===== config.mk =====
export PLATFORM = sky130hd
export DESIGN_NAME = rf_write_arbiter
export DESIGN_NICKNAME = d
export VERILOG_FILES = /design/src/rtl/rf_write_arbiter.sv
export SDC_FILE = /design/constraint.sdc
export NUM_CORES = 1
export LEC_CHECK = 0
export ABC_AREA = 1
export BUFFER_PORTS_ARGS = -buffer_cell sky130_fd_sc_hd__buf_2
export CORE_MARGIN = 3
export CORE_UTILIZATION = 45
export CTS_CLUSTER_DIAMETER = 30
export CTS_CLUSTER_SIZE = 14
export DETAILED_ROUTE_END_ITERATION = 12
export PLACE_DENSITY = 0.67
export SETUP_SLACK_MARGIN = 0.4
export SLEW_MARGIN = 20
export SYNTH_ARGS = -nofsm -noshare
export SYNTH_HDL_FRONTEND = slang
export SYNTH_SLANG_ARGS = --single-unit

===== constraint.sdc =====
create_clock -name clk_i -period 3.75 [get_ports clk_i]
set_input_delay 0.375 -clock clk_i [delete_from_list [all_inputs] [get_ports clk_i]]
set_output_delay 0.375 -clock clk_i [all_outputs]
set_load 0.005 [all_outputs]

===== src/rtl/rf_write_arbiter.sv =====
// Arbitrates the single register-file write port between WB and a buffered long-latency unit.
// Optional same-cycle bypass of idle-port long-latency results: define RF_WARB_BYPASS_EN.
module rf_write_arbiter #(
  parameter int DEPTH      = 4,
  parameter int STARVE_MAX = 3
) (
  input  logic                     clk_i,
  input  logic                     rst_i,
  input  logic                     wb_valid_i,
  input  logic [4:0]               wb_addr_i,
  input  logic [31:0]              wb_data_i,
  output logic                     wb_ready_o,
  input  logic                     lu_valid_i,
  input  logic [4:0]               lu_addr_i,
  input  logic [31:0]              lu_data_i,
  output logic                     lu_ready_o,
  input  logic                     lu_issue_i,
  input  logic [4:0]               lu_issue_addr_i,
  output logic [31:0]              pending_o,
  output logic                     stall_req_o,
  output logic [$clog2(DEPTH):0]   buf_count_o,
  output logic                     rf_we_o,
  output logic [4:0]               rf_waddr_o,
  output logic [31:0]              rf_wdata_o
);

  localparam int PTR_W = $clog2(DEPTH);
  localparam int CNT_W = PTR_W + 1;
  localparam int STV_W = $clog2(STARVE_MAX + 1);
  localparam logic [CNT_W-1:0] DEPTH_C  = CNT_W'(DEPTH);
  localparam logic [STV_W-1:0] STARVE_C = STV_W'(STARVE_MAX);

  logic [4:0]       fifo_addr_q [DEPTH];
  logic [31:0]      fifo_data_q [DEPTH];
  logic [PTR_W-1:0] wr_ptr_q, wr_ptr_d;
  logic [PTR_W-1:0] rd_ptr_q, rd_ptr_d;
  logic [CNT_W-1:0] count_q, count_d;
  logic [STV_W-1:0] starve_q, starve_d;
  logic [31:0]      pending_q, pending_d;

  logic fifo_empty;
  logic stall;
  logic head_grant;
  logic wb_grant;
  logic byp_grant;
  logic enq;
  logic deq;
  logic [4:0]  head_addr;
  logic [31:0] head_data;
  logic        grant_any;
  logic [4:0]  grant_addr;
  logic [31:0] grant_data;
  logic [31:0] clr_mask;
  logic [31:0] set_mask;

  assign fifo_empty = (count_q == '0);
  assign head_addr  = fifo_addr_q[rd_ptr_q];
  assign head_data  = fifo_data_q[rd_ptr_q];

  // Forced drain is a pure decode of the registered starvation count.
  assign stall      = ~rst_i & (starve_q == STARVE_C);
  assign head_grant = ~rst_i & ~fifo_empty & (stall | ~wb_valid_i);
  assign wb_grant   = ~rst_i & ~stall & wb_valid_i;

`ifdef RF_WARB_BYPASS_EN
  assign byp_grant  = ~rst_i & ~stall & ~wb_valid_i & fifo_empty & lu_valid_i;
`else
  assign byp_grant  = 1'b0;
`endif

  assign lu_ready_o  = ~rst_i & (count_q < DEPTH_C);
  assign enq         = lu_valid_i & lu_ready_o & ~byp_grant;
  assign deq         = head_grant;
  assign wb_ready_o  = ~rst_i & ~stall;
  assign stall_req_o = stall;
  assign buf_count_o = count_q;
  assign pending_o   = pending_q;

  // NOTE: every always_comb output gets a default first so no path can infer a latch.
  always_comb begin
    grant_any  = 1'b0;
    grant_addr = '0;
    grant_data = '0;
    clr_mask   = '0;
    set_mask   = '0;
    if (head_grant) begin
      grant_any           = 1'b1;
      grant_addr          = head_addr;
      grant_data          = head_data;
      clr_mask[head_addr] = 1'b1;
    end else if (wb_grant) begin
      grant_any  = 1'b1;
      grant_addr = wb_addr_i;
      grant_data = wb_data_i;
    end else if (byp_grant) begin
      grant_any           = 1'b1;
      grant_addr          = lu_addr_i;
      grant_data          = lu_data_i;
      clr_mask[lu_addr_i] = 1'b1;
    end
    if (lu_issue_i && (lu_issue_addr_i != 5'd0)) begin
      set_mask[lu_issue_addr_i] = 1'b1;
    end
  end

  // r0 writes are consumed by the grant but never reach the register file.
  assign rf_we_o    = grant_any & (grant_addr != 5'd0);
  assign rf_waddr_o = grant_addr;
  assign rf_wdata_o = grant_data;

  always_comb begin
    wr_ptr_d  = wr_ptr_q;
    rd_ptr_d  = rd_ptr_q;
    count_d   = count_q;
    starve_d  = starve_q;
    pending_d = (pending_q & ~clr_mask) | set_mask;
    pending_d[0] = 1'b0;
    if (enq) wr_ptr_d = wr_ptr_q + PTR_W'(1);
    if (deq) rd_ptr_d = rd_ptr_q + PTR_W'(1);
    case ({enq, deq})
      2'b10:   count_d = count_q + CNT_W'(1);
      2'b01:   count_d = count_q - CNT_W'(1);
      default: count_d = count_q;
    endcase
    if (fifo_empty || head_grant) begin
      starve_d = '0;
    end else if (starve_q != STARVE_C) begin
      starve_d = starve_q + STV_W'(1);
    end
  end

  // NOTE: sequential state uses non-blocking assignments so all registers update together.
  always_ff @(posedge clk_i) begin
    if (rst_i) begin
      wr_ptr_q  <= '0;
      rd_ptr_q  <= '0;
      count_q   <= '0;
      starve_q  <= '0;
      pending_q <= '0;
    end else begin
      wr_ptr_q  <= wr_ptr_d;
      rd_ptr_q  <= rd_ptr_d;
      count_q   <= count_d;
      starve_q  <= starve_d;
      pending_q <= pending_d;
    end
  end

  // NOTE: the storage array is not reset; count and pointers alone decide which entries are live.
  always_ff @(posedge clk_i) begin
    if (enq) begin
      fifo_addr_q[wr_ptr_q] <= lu_addr_i;
      fifo_data_q[wr_ptr_q] <= lu_data_i;
    end
  end

endmodule


# == Word level (Yosys, flattened, before mapping) ==
# Memories as Yosys holds them, arrays and structs flattened. A register that Yosys moved wholly into a read port is not among the register bits.
# Index checks and enable logic that the tools add are counted.
# totals
in_bits,84
ramBits,148
mem_count,2
register_bits,41
# classes
n_reduce_logical,9
n_addsub,5
muxes,19
n_lt_le_gt_ge,5
bitwise_logic,16
n_eq_ne,4
# mem_list
memory,depth,word_bits,rd,rd_ports_with_merged_regs,write_ports,line_no,rtl
fifo_data_q,4,32,1,1,1,34,logic [31:0] fifo_data_q [DEPTH];
fifo_addr_q,4,5,1,1,1,33,logic [4:0] fifo_addr_q [DEPTH];
# op_table
operator,n
32-bit two-way mux,4
32-bit bitwise AND,1
32-bit inverter,1
32-bit bitwise OR,1
5-bit by 6-bit < comparator with 1-bit output (second input constant),2
1-bit demux with 5-bit select,2
5-bit by 1-bit greater-or-equal comparator with 1-bit output (second input constant),2
5-bit two-way mux,2
5-bit nonzero test,2
1-bit bitwise AND,8
2-bit two-way mux,4
2-bit by 1-bit adder with 2-bit output (second input constant),3
1-bit two-way mux,6
3-bit one-hot mux with 2 select lines,1
2-bit equality test (second input constant),2
1-bit inverter,4
3-bit by 1-bit adder with 3-bit output (second input constant),1
1-bit logical AND,3
3-bit zero test,1
3-bit < comparator (second input constant),1
3-bit by 1-bit subtractor with 3-bit output (second input constant),1
2-bit by 1-bit equality test with 1-bit output (second input constant),1
2-bit != test (second input constant),1
2-bit nonzero test,1
3 further kinds,3

# == Depth between registers and ports, before layout ==
# Gate-level depths: netlist (run 1).
# logic_depth
depth_word,9
mapped_depth,13
mapped_depth_nobuf,12

# == Worst setup path before layout (run 1) ==
# Ideal clock, no wire load.
# synth_path
path_type,input-to-reg
startpoint,input port rst_i
endpoint,"memory fifo_addr_q[0][0], enable pin"
t_arrival_ns,2.412
setup_slack_ns,0.907
setup_time_ns,0.431
cell_stages,4
path_cell_list,buf_6 -> nor2_1 -> nand2_1 -> nor2_1
# synth_between
elab_chain_len,5
# synth_lines
item,line_no,rtl
start: declaration,8,"input logic rst_i,"
1-bit inverter,71,assign lu_ready_o = ~rst_i & (count_q < DEPTH_C);
1-bit bitwise AND,71,
named net lu_ready_o,16,"output logic lu_ready_o,"
1-bit bitwise AND,72,assign enq = lu_valid_i & lu_ready_o & ~byp_grant;
1-bit two-way mux,151,if (enq) begin
1-bit two-way mux (not written as such),152,fifo_addr_q[wr_ptr_q] <= lu_addr_i;
end: declaration,33,
# The timed path passes the listed nets, and every way through them passes these cells.

==> reports/summary.txt, run 1 <==
hold buffer count at cts: 0
f_max: 347 MHz
hpwl dp: 12,100 um
routability cong.: 0.841
final setup vio count: 0
first-pass GRT wire length: 29,200 um
Starting Density: 46.6%
vias in the first global route: 5,711
clk root buf: clkbuf_16
Seq/Total Area, Yosys: 64.9%
post-CTS setup buffer count: 0
htree depth: 4
clock power share: 39.4%
Setup CP Type: register to output pin
status: finished, final reports clean
Final Hold Viols: 0
Crit. End Element: output pin
Sw Ratio: 24.5%
hold depth: 1
layout cells sized above 1: 24.0%
Power Total: 4.52 mW
final worst slack: 867 ps
Worst EP required: 3380 ps
WHS Endpoint: fifo_data_q[3][18]
Synth Area per Inst: 10.6 sq um
CTS tree: done
Area Overhead vs Synth: 18.9%
ANT cells: 0
drt drc: 0
commonest non-fill, non-tap cells in the layout: nand2_1, buf_2, edfxtp_1
Reg power frac: 51.6%
largest cells by area after synthesis: edfxtp_1, nand2_1, dfxtp_1
register-to-register setup slack: 1430 ps
Switching Power: 1.11 mW
Nets: 1,007
GRT overflow: 0
Max clock buf depth: 2
Vias: 6,011
Top Ports: 160
leakage power figure: 3.88 nW
power density over the cells: 468 nW/um^2
Final Max Tran Viols: 0
largest net degree at the start of global routing: 76
Arr. time, crit path: 2510 ps
Pint: 3.42 mW
CP startpoint kind: register
TritonCTS Buffers: 17
Reg clk slew, reported paths: 70 ps
Total Routed Length: 18,500 um
flops & latches, synth: 190
width of the die: 140 um
area fraction of the dominant cell type after synthesis: 54.6%
Comb pwr share: 9.0%
PortBufs: 158
critical path's largest stage delay: 670 ps
Die Ht: 140 um
Detail Route Antenna Nets: 0
Max VDD drop: 302 uV
Tmin final: 2880 ps
layout filler cell count: 1,522
period utilization: 76.9%
Worst R2R Path Depth: 12
unique cell type count in the Yosys netlist: 27
Synth Instances: 767
Fin Setup TNS: 0 ps
global-route usage over all layers: 18.8%
clock sinks: 190
Avg WL per Cell: 16.0 um
Site Rows: 48
setup slack at placement: 1270 ps
First-pass DRT Iterations: 5
Rel. slew slack: 42.2%
clock latency on the worst-skew pair: 420 ps
initial drt markers: 411
crit-path cells: inv_2 > buf_4 > a21oi_1 > a32o_1 > o21ai_0 > buf_2
most area-hungry cell type in the Yosys netlist: edfxtp_1
core area: 17,500 sq um
FF-to-FF Start: starve_q[0]
Ys Warns: 0
r2r endpoint: buf_count_o[2]
syn_nets: 859
Hold Path Class: input port to register
Netlist Area Pre-Place: 8140 sq um
post_cts resized: 0
DIE AREA: 19,700 sq um
slowest CP cell: inv_2
number of max-cap violations: 0
Slew @ Worst Pin: 866 ps
min-delay src: lu_data_i[18]
Layout Skew: 6.87 ps
initial antenna violation count: 2
CP Max Fanout: 50
vias per inst: 5.21
RSZ-0062 raised after global routing: no
commonest non-fill, non-tap cell in the layout: nand2_1
==> routing by layer <==
metal,GRT usage (%),vias up,part of all wire [%]
li1,-,2980,-
met1,25.0,2839,44
met2,30.6,163,49
met3,4.57,25,5.2
met4,5.92,4,1.8
met5,0,-,0.15
==> how the worst max path moves through the flow <==
stage                             end  slack [ps]  depth (start not counted)
floorplan           fifo_addr_q[0][0]         910                          4
global placement       buf_count_o[2]        1290                         12
detailed placement     buf_count_o[2]        1270                         12
CTS                    rf_wdata_o[25]         850                          6
global route                  rf_we_o         590                          9
finish                 rf_wdata_o[25]         870                          6
==> cells in the mapped netlist, drive strengths merged <==
cell      n
clkinv    1
a21oi    73
o21ai    44
ha        7
nand3    52
buf      32
clkbuf    9
nand4     3
nor2     33
nor3      1
xor2      2
conb      1
fa        1
a32o     32
dfxtp    42
nand2   248
nor4      2
inv      36
edfxtp  148
==> cell families after synthesis <==
group / synth area share [%]
AND/OR/NAND/NOR: 17.4
flip-flops: 64.9
AO/OA/AOI/OAI: 11.1
buffers and inverters: 4.92
adder cells (fa/ha/maj): 1.32
XOR/XNOR: 0.215
other: 0.0461
==> registers in the layout, summed over array words and instances, names as in the netlist, named ones only <==
signal	cells
rd_ptr_q	2
fifo_data_q	128
wr_ptr_q	2
pending_o	31
buf_count_o	3
fifo_addr_q	20
starve_q	2
==> metrics by stage <==
stage | hold slack [ps] | util, % | area [sq um] | instances
floorplan | 444 | - | 8140 | 767
global placement | 453 | 52.0 | 9080 | 1121
detailed placement | 452 | 52.0 | 9080 | 1121
CTS | 144 | 55.4 | 9680 | 1153
global route | 136 | 55.4 | 9680 | 1153
finish | 160 | 55.4 | 9680 | 1153
==> critical path: cells and delay by family, from the launching register on <==
family	cells	cell delay, ps
buffers and inverters	3	1200
AO/OA/AOI/OAI	3	480
flip-flops	1	390
==> power groups by stage <==
stage                     Clock [mW]  Sequential (mW)  Combinational, mW
after floorplan                    0             2.38              0.249
after global placement             0             2.38              0.403
after detailed placement           0             2.38              0.410
after CTS                       1.80             2.33              0.412
after global routing            1.90             2.34              0.461
final                           1.78             2.33              0.408
==> layout make-up <==
cell class / count / area [sq um] / area share (%)
sequential: 190 / 5290 / 54.6
multi-input combinational: 499 / 2480 / 25.7
timing repair buffer: 170 / 893 / 9.23
clock buffer: 17 / 425 / 4.40
tap: 225 / 282 / 2.91
clock inverter: 15 / 168 / 1.73
inverter: 37 / 139 / 1.44
(Power assumes the default switching activity.)
==> inputs of run 2 (changes only) <==
--- a/config.mk
+++ b/config.mk
@@ -12,7 +12,7 @@
 export CTS_CLUSTER_DIAMETER = 30
 export CTS_CLUSTER_SIZE = 14
 export DETAILED_ROUTE_END_ITERATION = 12
-export PLACE_DENSITY = 0.67
+export PLACE_DENSITY = 0.7
 export SETUP_SLACK_MARGIN = 0.4
 export SLEW_MARGIN = 20
 export SYNTH_ARGS = -nofsm -noshare
==> constraint.sdc (replaced) <==
create_clock -name clk_i -period 2.4 [get_ports clk_i]
set_input_delay 0.24 -clock clk_i [delete_from_list [all_inputs] [get_ports clk_i]]
set_output_delay 0.24 -clock clk_i [all_outputs]
set_load 0.005 [all_outputs]
==> reports/summary.txt, run 2 (synthesis gave the netlist of run 1 again) <==
status: finished, final reports clean
Max clock buf depth: 2 (unchanged)
htree depth: 4 (unchanged)
Starting Density: 46.6% (unchanged)
First-pass DRT Iterations: 4 (-1)
clk root buf: clkbuf_16
Detail Route Antenna Nets: 0 (unchanged)
first-pass GRT wire length: 30,800 um (+5.4%)
Arr. time, crit path: 1990 ps (-520 ps)
Setup CP Type: register to output pin
layout filler cell count: 1,405 (-7.7%)
Biggest register: fifo_data_q
Worst EP required: 2160 ps (-1220 ps)
width of the die: 140 um (unchanged)
DIE AREA: 19,700 sq um (unchanged)
period utilization: 92.8%
PortBufs: 158 (unchanged)
initial drt markers: 451 (+9.7%)
critical path's largest stage delay: 380 ps (-290 ps)
Nets: 1,035 (+2.8%)
WP buf/inv: 2 (-1)
commonest non-fill, non-tap cell in the layout: nand2_1
Reg clk slew, reported paths: 70 ps (about the same)
critical path's top delay family: simple AND/OR/NAND/NOR gates
WP depth: 9 (+3)
Vias: 6,312 (+5.0%)
power density over the cells: 697 nW/um^2 (+49%)
Final Hold Viols: 0 (unchanged)
slowest CP cell: dfxtp_4
crit-path cells: ha_2 > nor2_4 > nand2_2 > clkinvlp_4 > nand3_1 > o21ai_1 > nor2_1 > nand2_1 > buf_2
vias in the first global route: 5,829 (+2.1%)
Slew @ Worst Pin: 738 ps (-128 ps)
Layout Skew: 7.10 ps (+0.228 ps)
Final Max Tran Viols: 0 (unchanged)
drt drc: 0 (unchanged)
final setup vio count: 0 (unchanged)
initial antenna violation count: 2 (unchanged)
footprint of the multi-input gates: 2570 sq um (+3.7%)
CP Max Fanout: 6 (-88%)
Layout Utilization: 58.7% (+3.3 points)
global-route usage over all layers: 20.0% (+1.2 points)
layout cells sized above 1: 28.1% (+4.1 points)
commonest non-fill, non-tap cells in the layout: nand2_1, buf_2, edfxtp_1
Avg WL per Cell: 17.3 um (+7.7%)
routability cong.: 0.868 (+3.2%)
Site Rows: 48 (unchanged)
hpwl dp: 11,900 um (-2.1%)
f_max: 449 MHz
core area: 17,500 sq um (unchanged)
Total Routed Length: 20,400 um (+10%)
vias per inst: 5.34 (+2.4%)
Rel. slew slack: 50.3% (+8.1 points)
Crit. End Element: output pin
hold buffer count at cts: 0 (unchanged)
number of max-cap violations: 0 (unchanged)
Die Ht: 140 um (unchanged)
RSZ-0062 raised after global routing: yes
Worst R2R Path Depth: 14 (+2)
Fin Setup TNS: 0 ps (unchanged)
Top Ports: 160 (unchanged)
Tmin final: 2230 ps
Area Overhead vs Synth: 26.0%
CP startpoint kind: register
CTS tree: done
clock latency on the worst-skew pair: 420 ps (about the same)
GRT overflow: 0 (unchanged)
largest net degree at the start of global routing: 42 (-45%)
leakage power figure: 4.12 nW (+6.2%)
max reg flops: 128 (unchanged)
Hold Path Class: input port to register
TritonCTS Buffers: 17 (unchanged)
Register Area: 5300 sq um (+0.19%)
Max VDD drop: 490 uV (+62%)
hold depth: 1 (unchanged)
clock sinks: 190 (unchanged)
run 2: changes by cell type in the layout (fill, tap and decap cells not counted), sizes merged:
cell and delta:
bufbuf +2, buf +23, clkinvlp +1, clkinv +3, inv -4, diode +1, clkbuf +3
run 2: per-layer routing:
metal  share of wire [%]  up-vias  global-route usage, %
met5               0.088        -                      0
li1                    -     3053                      -
met2                  51      235                   34.6
met1                  40     2989                   25.1
met3                 6.3       33                   3.96
met4                 2.2        2                   7.29
run 2: worst paths after layout:
path	start	to	slack (ps)
max	starve_q[0]	rf_we_o	170
min	lu_data_i[14]	fifo_data_q[2][14]	30
max reg2reg	starve_q[0]	buf_count_o[2]	320
min reg2reg	pending_o[23]	pending_o[23]	460
run 2: what timing repair did:
| item | in CTS | in global routing |
|---|---|---|
| buffers inserted | 10 | 8 |
| gates resized for setup | 27 | 20 |
| endpoints found under the setup margin | 38 | 40 |
| cloned | 4 | 3 |
| pin swaps | 4 | 4 |
run 2: cell type report:
type / instances / share of cell area (%)
timing repair buffer: 198 / 13.2
clock buffer: 17 / 4.15
multi-input combinational: 499 / 25.1
sequential: 190 / 51.6
tap: 225 / 2.74
antenna: 1 / 0.0244
inverter: 37 / 1.56
clock inverter: 15 / 1.57
run 2: through the flow:
| step | power (mW) | worst slack (ps) | cells | cell area [sq um] | hold slack, ps |
|---|---|---|---|---|---|
| 2_1_floorplan | 4.11 | 259 | 767 | 8170 | 339 |
| 3_3_place_gp | 4.36 | 488 | 1124 | 9200 | 448 |
| 3_5_place_dp | 4.38 | 437 | 1124 | 9200 | 450 |
| 4_1_cts | 7.14 | 193 | 1170 | 10100 | 8.82 |
| 5_1_grt | 7.42 | 93.7 | 1182 | 10300 | 10.6 |
| 6_report | 7.15 | 172 | 1182 | 10300 | 25.9 |
run 2: power by group:
group          internal, mW  switching (mW)
registers              3.62          0.0294
logic                 0.320           0.452
clock network          1.47            1.26
total                  5.41            1.74
